[src/rtl/linreg_pkg.sv]
// Shared constants for the linear-regression datapath: default widths, FSM state
// encoding and a sign-extension helper usable in constant and runtime contexts.
package linreg_pkg;

    localparam int LINREG_DATA_W = 8;
    localparam int LINREG_ADDR_W = 4;

    localparam logic [2:0] ST_IDLE  = 3'd0;
    localparam logic [2:0] ST_FETCH = 3'd1;
    localparam logic [2:0] ST_DRAIN = 3'd2;
    localparam logic [2:0] ST_BIAS  = 3'd3;
    localparam logic [2:0] ST_DONE  = 3'd4;

    // Sign-extends the low w bits of v to 32 bits.
    function automatic logic signed [31:0] sext32(input logic [31:0] v, input int w);
        logic signed [31:0] t;
        t = $signed(v << (32 - w));
        return t >>> (32 - w);
    endfunction

endpackage

[src/rtl/linreg_smul.sv]
// Combinational signed DATA_W x DATA_W multiplier producing a full-width product.
module linreg_smul
    import linreg_pkg::*;
#(
    parameter int DATA_W = LINREG_DATA_W
) (
    input  logic signed [DATA_W-1:0]   a_i,
    input  logic signed [DATA_W-1:0]   b_i,
    output logic signed [2*DATA_W-1:0] p_o
);

    assign p_o = a_i * b_i;

endmodule

[src/rtl/linreg_dot_seq.sv]
// Sequential dot product y = sum(w_i*x_i) + b over two read-only memories.
// Define LINREG_DOT_SAT_EN to saturate the result to OUT_W and expose sat_flag.
module linreg_dot_seq
    import linreg_pkg::*;
#(
    parameter int DATA_W  = LINREG_DATA_W,
    parameter int ADDR_W  = LINREG_ADDR_W,
    parameter int N_TERMS = 3,
    parameter int RD_LAT  = 1,
    parameter int ACC_W   = 20,
    parameter int OUT_W   = 16
) (
    input  logic              clk,
    input  logic              rst,
    input  logic              start,
    output logic              busy,
    output logic              mem_rd,
    output logic [ADDR_W-1:0] w_addr,
    input  logic [DATA_W-1:0] w_data,
    output logic [ADDR_W-1:0] x_addr,
    input  logic [DATA_W-1:0] x_data,
    input  logic [DATA_W-1:0] bias,
    output logic [OUT_W-1:0]  y,
    output logic              y_valid,
    input  logic              y_ready
`ifdef LINREG_DOT_SAT_EN
    ,
    output logic              sat_flag
`endif
);

    localparam int CNT_W = ADDR_W + 1;
    localparam int SUM_W = ACC_W + 1;
    localparam logic [CNT_W-1:0] LAST_CNT   = CNT_W'(N_TERMS - 1);
    localparam logic [1:0]       DRAIN_LAST = (RD_LAT > 1) ? 2'(RD_LAT - 1) : 2'd0;
`ifdef LINREG_DOT_SAT_EN
    localparam logic signed [SUM_W-1:0] OUT_MAX = SUM_W'(2**(OUT_W-1) - 1);
    localparam logic signed [SUM_W-1:0] OUT_MIN = SUM_W'(-(2**(OUT_W-1)));
`endif

    logic [2:0]               state_q, state_d;
    logic [CNT_W-1:0]         cnt_q, cnt_d;
    logic [ADDR_W-1:0]        addr_q, addr_d;
    logic [1:0]               drain_q, drain_d;
    logic signed [ACC_W-1:0]  acc_q, acc_d;
    logic signed [OUT_W-1:0]  y_q, y_d;
    logic                     sat_q, sat_d;
    logic                     fetch;
    logic                     slot_vld;
    logic signed [2*DATA_W-1:0] prod;
    logic signed [31:0]       bias_ext;
    logic signed [SUM_W-1:0]  sum_w;

    function automatic logic signed [OUT_W-1:0] conv_out(input logic signed [SUM_W-1:0] v);
`ifdef LINREG_DOT_SAT_EN
        if (v > OUT_MAX) return OUT_W'(OUT_MAX);
        if (v < OUT_MIN) return OUT_W'(OUT_MIN);
        return OUT_W'(v);
`else
        return OUT_W'(v);
`endif
    endfunction

    function automatic logic is_clamped(input logic signed [SUM_W-1:0] v);
`ifdef LINREG_DOT_SAT_EN
        return (v > OUT_MAX) || (v < OUT_MIN);
`else
        return (v != v);
`endif
    endfunction

    linreg_smul #(.DATA_W(DATA_W)) u_mul (
        .a_i ($signed(w_data)),
        .b_i ($signed(x_data)),
        .p_o (prod)
    );

    assign fetch = (state_q == ST_FETCH);

    // Slot tags: data for an address arrives RD_LAT cycles after it was issued.
    generate
        if (RD_LAT == 0) begin : g_lat0
            assign slot_vld = fetch;
        end else begin : g_latn
            logic [RD_LAT-1:0] tag_q;
            always_ff @(posedge clk or posedge rst) begin
                if (rst) tag_q <= '0;
                else     tag_q <= RD_LAT'({tag_q, fetch});
            end
            assign slot_vld = tag_q[RD_LAT-1];
        end
    endgenerate

    assign bias_ext = sext32({{(32-DATA_W){1'b0}}, bias}, DATA_W);
    assign sum_w    = SUM_W'(acc_q) + SUM_W'(bias_ext);

    always_comb begin
        state_d = state_q;
        cnt_d   = cnt_q;
        addr_d  = addr_q;
        drain_d = drain_q;
        acc_d   = acc_q;
        y_d     = y_q;
        sat_d   = sat_q;
        if (slot_vld) acc_d = acc_q + ACC_W'(prod);
        case (state_q)
            ST_IDLE: begin
                if (start) begin
                    state_d = ST_FETCH;
                    cnt_d   = '0;
                    addr_d  = '0;
                    acc_d   = '0;
                end
            end
            ST_FETCH: begin
                if (cnt_q == LAST_CNT) begin
                    state_d = (RD_LAT == 0) ? ST_BIAS : ST_DRAIN;
                    drain_d = '0;
                end else begin
                    cnt_d  = cnt_q + 1'b1;
                    addr_d = addr_q + 1'b1;
                end
            end
            ST_DRAIN: begin
                if (drain_q == DRAIN_LAST) state_d = ST_BIAS;
                else                       drain_d = drain_q + 1'b1;
            end
            ST_BIAS: begin
                y_d     = conv_out(sum_w);
                sat_d   = is_clamped(sum_w);
                state_d = ST_DONE;
            end
            ST_DONE: begin
                if (y_ready) begin
                    state_d = ST_IDLE;
                    sat_d   = 1'b0;
                end
            end
            default: state_d = ST_IDLE;
        endcase
    end

    always_ff @(posedge clk or posedge rst) begin
        if (rst) begin
            state_q <= ST_IDLE;
            cnt_q   <= '0;
            addr_q  <= '0;
            drain_q <= '0;
            acc_q   <= '0;
            y_q     <= '0;
            sat_q   <= 1'b0;
        end else begin
            state_q <= state_d;
            cnt_q   <= cnt_d;
            addr_q  <= addr_d;
            drain_q <= drain_d;
            acc_q   <= acc_d;
            y_q     <= y_d;
            sat_q   <= sat_d;
        end
    end

    assign busy    = (state_q != ST_IDLE);
    assign mem_rd  = fetch;
    assign w_addr  = addr_q;
    assign x_addr  = addr_q;
    assign y       = y_q;
    assign y_valid = (state_q == ST_DONE);
`ifdef LINREG_DOT_SAT_EN
    assign sat_flag = sat_q;
`else
    logic unused_sat;
    assign unused_sat = sat_q;
`endif

endmodule

[config.mk]
export PLATFORM = sky130hd
export DESIGN_NAME = linreg_dot_seq
export DESIGN_NICKNAME = d
export VERILOG_FILES = /design/src/rtl/linreg_pkg.sv /design/src/rtl/linreg_smul.sv /design/src/rtl/linreg_dot_seq.sv
export SDC_FILE = /design/constraint.sdc
export NUM_CORES = 1
export LEC_CHECK = 0
export ABC_AREA = 1
export CORE_MARGIN = 4
export CORE_UTILIZATION = 60
export CTS_BUF_LIST = sky130_fd_sc_hd__clkbuf_8
export CTS_CLUSTER_DIAMETER = 100
export DETAILED_ROUTE_END_ITERATION = 16
export GPL_TIMING_DRIVEN = 0
export PLACE_DENSITY = 0.83
export SLEW_MARGIN = 40
export SYNTH_ARGS = -nofsm -noshare
export SYNTH_HDL_FRONTEND = slang
export SYNTH_SLANG_ARGS = --single-unit
[constraint.sdc]
create_clock -name clk -period 5 [get_ports clk]
set_input_delay 0.5 -clock clk [delete_from_list [all_inputs] [get_ports clk]]
set_output_delay 0.5 -clock clk [all_outputs]
set_load 0.05 [all_outputs]
==> summary.md, run 1 <==
| Metric | Value |
|---|---|
| Outcome | `finished, final reports clean` |
| H-tree depth | `2` |
| Crit share post-route | `95.2%` |
| Final Setup Violations | `0` |
| Min-Delay Path Class | `input pin to asynchronous set/reset pin` |
| Critical-path cell list | `clkbuf_1 -> nand2_1 -> inv_1 -> fa_1 -> fa_1 -> fa_1 -> fa_1 -> ha_1 -> ha_1 -> a21oi_1 -> o21ai_0 -> nand2_1 -> nand4_1 -> nand3_1 -> nand2_1 -> nor2_1 -> nor2_1` |
| HPWL Detailed | `approximately 11,000 µm` |
| WL per Instance | `between 10 and 15 µm` |
| ANT nets after route | `0` |
| Layout cells sized above 1 | `under 10%` |
| Startpoint types | `input pin` |
| Routability-driven placement congestion ratio | `0.879` |
| Clock skew | `between 0.009 and 0.01 ns` |
| Vias in the first global route | `approximately 5.1k` |
| Std cell rows | `35` |
| Die height | `around 110 µm` |
| Register area share after synthesis | `~20%` |
| DR vias/cell | `between 5 and 6` |
| Avg Inst Size Synth | `~7.9 µm²` |
| Final Critical Period | `4.76 ns` |
| CP max stage delay | `between 0.5 and 0.6 ns` |
| Vias | `a little under 5k` |
| Die area | `11,500 µm²` |
| Worst slew pin tran | `roughly 0.51 ns` |
| Num Clock Sinks | `47` |
| Clk buf depth | `2` |
| Largest net degree at the start of global routing | `37` |
| Width of the die | `approximately 110 µm` |
| Synth Register Bits | `47` |
| Routed WL | `13,100 µm` |
| CP Class | `input pin to flip-flop` |
| Register area | `approximately 1200 µm²` |
| Mapped Nets | `approximately 910` |
| Overall Global Routing Usage | `24.4%` |
| Fin. Hold Viols | `0` |
| Area of the multi-input gates | `between 4000 and 5000 µm²` |
| TritonCTS Buffers | `5` |
| Synth Flop Type | `dfrtp_1` |
| Drt drc | `0` |
| Upper clock frequency limit | `around 210 MHz` |
| Core footprint | `9420 µm²` |
| Rel. slew slack | `between 60% and 70%` |
| Initial core utilization | `a little over three fifths` |
| Pins Over Slew Limit | `0` |
| Slowest CP cell | `fa_1` |
| Worst Path Required | `roughly 5.2 ns` |
| Worst Path Arrival | `a little under 5 ns` |
| Yosys cell types | `36` |
| # Max-Cap Violations | `0` |
| Post-synth EDFFs | `0` |
| Post-Syn Area | `a little under 6000 µm²` |
| Clk slew on worst S/H paths | `0.09 ns` |
| Clock root buffer | `clkbuf_8` |
| FFs w/ async S/R, synth | `between 90% and 100%` |
| CTS tree | `built` |
| Area Growth Syn to Fin | `12.9%` |
| Nets@finish | `roughly 960` |
| Number of antenna violations at the first check in global routing | `0` |
| Worst Setup End Kind | `flip-flop` |
| Clock Latency Late Sink | `0.30 ns` |
| Most frequent CP cell | `fa_1` |
| # diodes | `0` |
| Layout fillers | `around 770` |
| I/O pin cnt | `55` |
| Hold buffer count at CTS | `0` |
| Setup_tns | `0 ns` |
| Crit-path max FO | `8` |
| Pre-antenna DRT Iters | `5` |
| DR iter-0 viols | `246` |
| Total gr overflow | `0` |
| First-pass GRT wire length | `around 23,000 µm` |
| Buffers on Ports | `39` |
| Post-synthesis cell count | `between 700 and 800` |
| Final Util | `between 70% and 80%` |
| Yosys warnings | `0` |
critical path: cells and delay by family:
family / cells / cell delay, ns
adders and majority gates: 6 / 2.66
AOI/OAI and AO/OA: 2 / 0.39
buffers and inverters: 2 / 0.69
and+or+nand+nor: 7 / 0.71
flip-flops by register name (all words and copies together) (netlist names):
| register | flops |
|---|---|
| state_q | 3 |
| g_latn.tag_q | 1 |
| cnt_q | 5 |
| w_addr | 4 |
| drain_q | 2 |
| acc_q | 16 |
| y | 16 |
cell usage after synthesis, types with 8 or more instances:
master / instances / share of area, %
nor2_1: 38 / 2.4
nand3_1: 37 / 3.1
inv_1: 169 / 11
o21ai_0: 30 / 2.5
o211ai_1: 10 / 1.3
clkbuf_1: 20 / 1.3
fa_1: 72 / 24
ha_1: 56 / 12
xnor2_1: 8 / 1.2
a21oi_1: 34 / 2.9
nand2_1: 166 / 11
dfrtp_1: 47 / 20
area by class of cell:
type | count | area share, %
Clock buffer | 6 | 1.24
Tap cell | 129 | 2.42
Inverter | 171 | 9.73
Sequential cell | 47 | 17.6
Buffer | 27 | 1.93
Timing Repair Buffer | 43 | 6.53
Clock inverter | 1 | 0.0750
Multi-Input combinational cell | 507 | 60.5
through the flow:
step	cells	setup slack [ns]	cell area, µm²	hold WS, ns
after floorplan	752	0.233	5910	0.457
after global placement	920	-0.579	6460	0.456
after detailed placement	921	-0.619	6480	0.467
after CTS	928	0.0196	6610	0.448
after global routing	931	-0.00482	6670	0.466
final	931	0.241	6670	0.445
final timing paths:
check                      startpoint        end  slack [ns]  depth (start not counted)
setup / recovery            w_data[7]  acc_q[15]        0.24                         17
hold / removal                    rst  w_addr[1]        0.44                          2
setup reg to reg             acc_q[6]  acc_q[15]        0.64                         18
hold reg to reg                  y[0]       y[0]        0.48                          2
max in group asynchronous         rst   acc_q[7]        4.12                          3
min in group clk                 y[0]       y[0]        0.48                          2
cells by family after synthesis:
group           after synthesis  synth area share (%)
simple gates                269                  19.5
buf+inv                     198                  13.0
fa+ha+maj                   128                  36.2
compound gates               96                  9.23
flops                        47                  19.9
xor+xnor                     14                  2.07
routing by layer:
layer | part of all wire, % | GRT usage (%) | vias to the layer above
met5 | 0 | 0 | -
met4 | 1.1 | 5.21 | 0
met3 | 3.9 | 3.19 | 12
met2 | 51 | 41.9 | 94
met1 | 44 | 33.2 | 2385
li1 | - | - | 2404
placed cells by master (no fill, tap or decap), types with 6 or more instances in the layout:
cell type and count:
o21ai_0 30, clkdlybuf4s50_1 38, dfrtp_1 47, or2_2 6, clkbuf_1 20, nor2_1 38, clkbuf_8 6, ha_1 54
xnor2_1 8, inv_1 168, o211ai_1 10, buf_4 8, fa_1 71, a21oi_1 31, xor2_1 6, nand3_1 37
nor3_1 6, nand2_1 165
timing repair:
item | 4_1_cts | 5_1_grt
gates resized for setup | 7 | 8
pin swaps | 2 | 6
endpoints found under the setup margin | 8 | 7
buffers inserted | 0 | 3
Power of run 1 is left out: the tool's default activity adds up to more than one toggle a clock period on the data nets, which glitch-free logic cannot reach.
==> inputs of run 2 (changes only) <==
--- a/config.mk
+++ b/config.mk
@@ -6,14 +6,16 @@
 export NUM_CORES = 1
 export LEC_CHECK = 0
 export ABC_AREA = 1
+export CELL_PAD_IN_SITES_DETAIL_PLACEMENT = 1
+export CELL_PAD_IN_SITES_GLOBAL_PLACEMENT = 2
 export CORE_MARGIN = 4
-export CORE_UTILIZATION = 60
+export CORE_UTILIZATION = 36
 export CTS_BUF_LIST = sky130_fd_sc_hd__clkbuf_8
 export CTS_CLUSTER_DIAMETER = 100
 export DETAILED_ROUTE_END_ITERATION = 16
 export GPL_TIMING_DRIVEN = 0
-export PLACE_DENSITY = 0.83
-export SLEW_MARGIN = 40
+export PLACE_DENSITY_LB_ADDON = 0.1
+export SLEW_MARGIN = 15
 export SYNTH_ARGS = -nofsm -noshare
 export SYNTH_HDL_FRONTEND = slang
 export SYNTH_SLANG_ARGS = --single-unit
==> run 2 against run 1 <==
  * Flip-flop and latch count is the same
  * Global-route usage decreased by 7.7 points
  * First-iteration DRC count fell by 54%
  * Clock skew is essentially flat
  * Core utilization decreased by 28 points
  * Cell area increased by 2.0%
  * Die area is 61% higher
  * Highest routed layer unchanged
==> summary.md, run 2 (same netlist as run 1, synthesis figures left out) <==
| Metric | Value |
|---|---|
| Outcome | `finished, final reports clean` |
| CTS tree | `built` |
| Core footprint | `16,000 µm² (+70%)` |
| Rel. slew slack | `64.9% (-0.71 points)` |
| Width of the die | `136 µm (+27%)` |
| TritonCTS Buffers | `5 (unchanged)` |
| Min-Delay Path Class | `input pin to asynchronous set/reset pin` |
| Fin. Hold Viols | `0 (unchanged)` |
| Clk buf depth | `2 (unchanged)` |
| DP Cell Count | `1,008 (+9.4%)` |
| Die height | `136 µm (+27%)` |
| Clock root buffer | `clkbuf_8` |
| Nets@finish | `958 (unchanged)` |
| Worst Path Arrival | `4.86 ns (-0.09 ns)` |
| Clock skew | `0.00936 ns (-0.000102 ns)` |
| CP Class | `input pin to flip-flop` |
| DP Area | `6590 µm² (+1.6%)` |
| RSZ-0062 raised after global routing | `no` |
| Most common cell after layout, fill and taps aside | `inv_1` |
| Std cell rows | `46 (+31%)` |
| Fin area | `6800 µm² (+2.0%)` |
| Cell Count, Final, Fillers Out | `1,019 (+9.5%)` |
| Startpoint types | `input pin` |
| # diodes | `0 (unchanged)` |
| # Max-Cap Violations | `0 (unchanged)` |
| Initial core utilization | `36.9% (-26 points)` |
| DR vias/cell | `4.78 (-9.0%)` |
| Drt drc | `0 (unchanged)` |
| Routed WL | `14,500 µm (+11%)` |
| Area Growth Syn to Fin | `15.1%` |
| H-tree depth | `2 (unchanged)` |
| Upper clock frequency limit | `214 MHz (+2.1%)` |
| Final Critical Period | `4.66 ns (-0.0960 ns)` |
| Worst slew pin tran | `0.527 ns (+0.0123 ns)` |
| Worst Setup End Kind | `flip-flop` |
| Die area | `18,500 µm² (+61%)` |
| Num Clock Sinks | `47 (unchanged)` |
| Crit-path max FO | `8 (unchanged)` |
| Layout cells sized above 1 | `6.35% (+0.99 points)` |
| Vias in the first global route | `5,237 (+2.5%)` |
| Routability-driven placement congestion ratio | `0.811 (-7.7%)` |
| ANT nets after route | `0 (unchanged)` |
| Pins Over Slew Limit | `0 (unchanged)` |
| I/O pin cnt | `55 (unchanged)` |
| Buffers on Ports | `39 (unchanged)` |
| Crit share post-route | `93.3% (-1.9 points)` |
| DR iter-0 viols | `112 (-54%)` |
| Clock Latency Late Sink | `0.31 ns (about the same)` |
| Overall Global Routing Usage | `16.7% (-7.7 points)` |
| Pre-antenna DRT Iters | `4 (-1)` |
| Total gr overflow | `0 (unchanged)` |
| HPWL Detailed | `12,700 µm (+15%)` |
| Setup_tns | `0 ns (unchanged)` |
| WL per Instance | `14.3 µm (+1.7%)` |
| First-pass GRT wire length | `25,200 µm (+9.4%)` |
| Largest net degree at the start of global routing | `33 (-11%)` |
| Number of antenna violations at the first check in global routing | `0 (unchanged)` |
| Vias | `4,875 (-0.41%)` |
| Hold buffer count at CTS | `0 (unchanged)` |
| Clk slew on worst S/H paths | `0.09 ns (about the same)` |
| Final Setup Violations | `0 (unchanged)` |
| Most frequent cells in the layout | `167 x inv_1, 163 x nand2_1, 71 x fa_1` |
| Worst Path Required | `5.20 ns (about the same)` |
[run 2: through the flow]
stage	setup slack [ns]	hold slack [ns]	util, %
after global placement	-0.645	0.455	41.1
after CTS	0.0239	0.495	42.1
after detailed placement	-0.689	0.471	41.2
final	0.337	0.492	42.5
after floorplan	0.233	0.457	-
after global routing	0.0277	0.514	42.5
[run 2: routing by layer]
metal	vias to the layer above	share of wire [%]	global-route usage, %
li1	2408	-	-
met1	2413	47	23.0
met2	49	50	29.1
met3	5	2.3	1.96
met4	0	0.40	1.85
met5	-	0	0
[run 2: layout make-up]
class	instances	area, µm²
tap	216	270
inverter	171	654
multi-input combinational	507	4060
fill	2011	9200
sequential	47	1180
clock buffer	5	68.8
timing repair buffer	43	435
clock inverter	3	12.5
buffer	27	130
[run 2: timing repair]
item | in CTS | in global routing
endpoints found under the setup margin | 8 | 7
resized for setup | 11 | 16
pin swaps | 3 | 10
buffers inserted | 0 | 3
[run 2: path summary, 6_finish.rpt]
kind	from	end	slack, ns	cells after the start
setup / recovery	x_data[3]	acc_q[13]	0.34	18
hold / removal	rst	y[9]	0.49	2
setup reg to reg	acc_q[6]	acc_q[15]	0.58	18
hold reg to reg	y[15]	y[15]	0.49	2
max in group asynchronous	rst	acc_q[4]	4.00	3
min in group clk	y[15]	y[15]	0.49	2
[run 2: worst max-delay path, cell delays in order]
cell      delay [ns]
clkbuf_1        0.21
nand2_1         0.18
inv_1           0.08
fa_2            0.61
inv_1           0.15
fa_1            0.55
inv_1           0.05
fa_1            0.50
fa_1            0.49
ha_1            0.30
ha_1            0.39
nand2_1         0.15
nor2_1          0.17
nand3_1         0.14
nand4_1         0.13
nand3_1         0.09
o211ai_1        0.11
inv_1           0.06
Power of run 2 is left out for the same reason.
==> inputs of run 3 (changes only) <==
--- a/config.mk
+++ b/config.mk
@@ -6,6 +6,7 @@
 export NUM_CORES = 1
 export LEC_CHECK = 0
 export ABC_AREA = 1
+export CAP_MARGIN = 25
 export CELL_PAD_IN_SITES_DETAIL_PLACEMENT = 1
 export CELL_PAD_IN_SITES_GLOBAL_PLACEMENT = 2
 export CORE_MARGIN = 4
==> results of run 3 <==
Final layout, timing and power as in run 2 (identical DEF).
Power of run 3 is left out for the same reason.
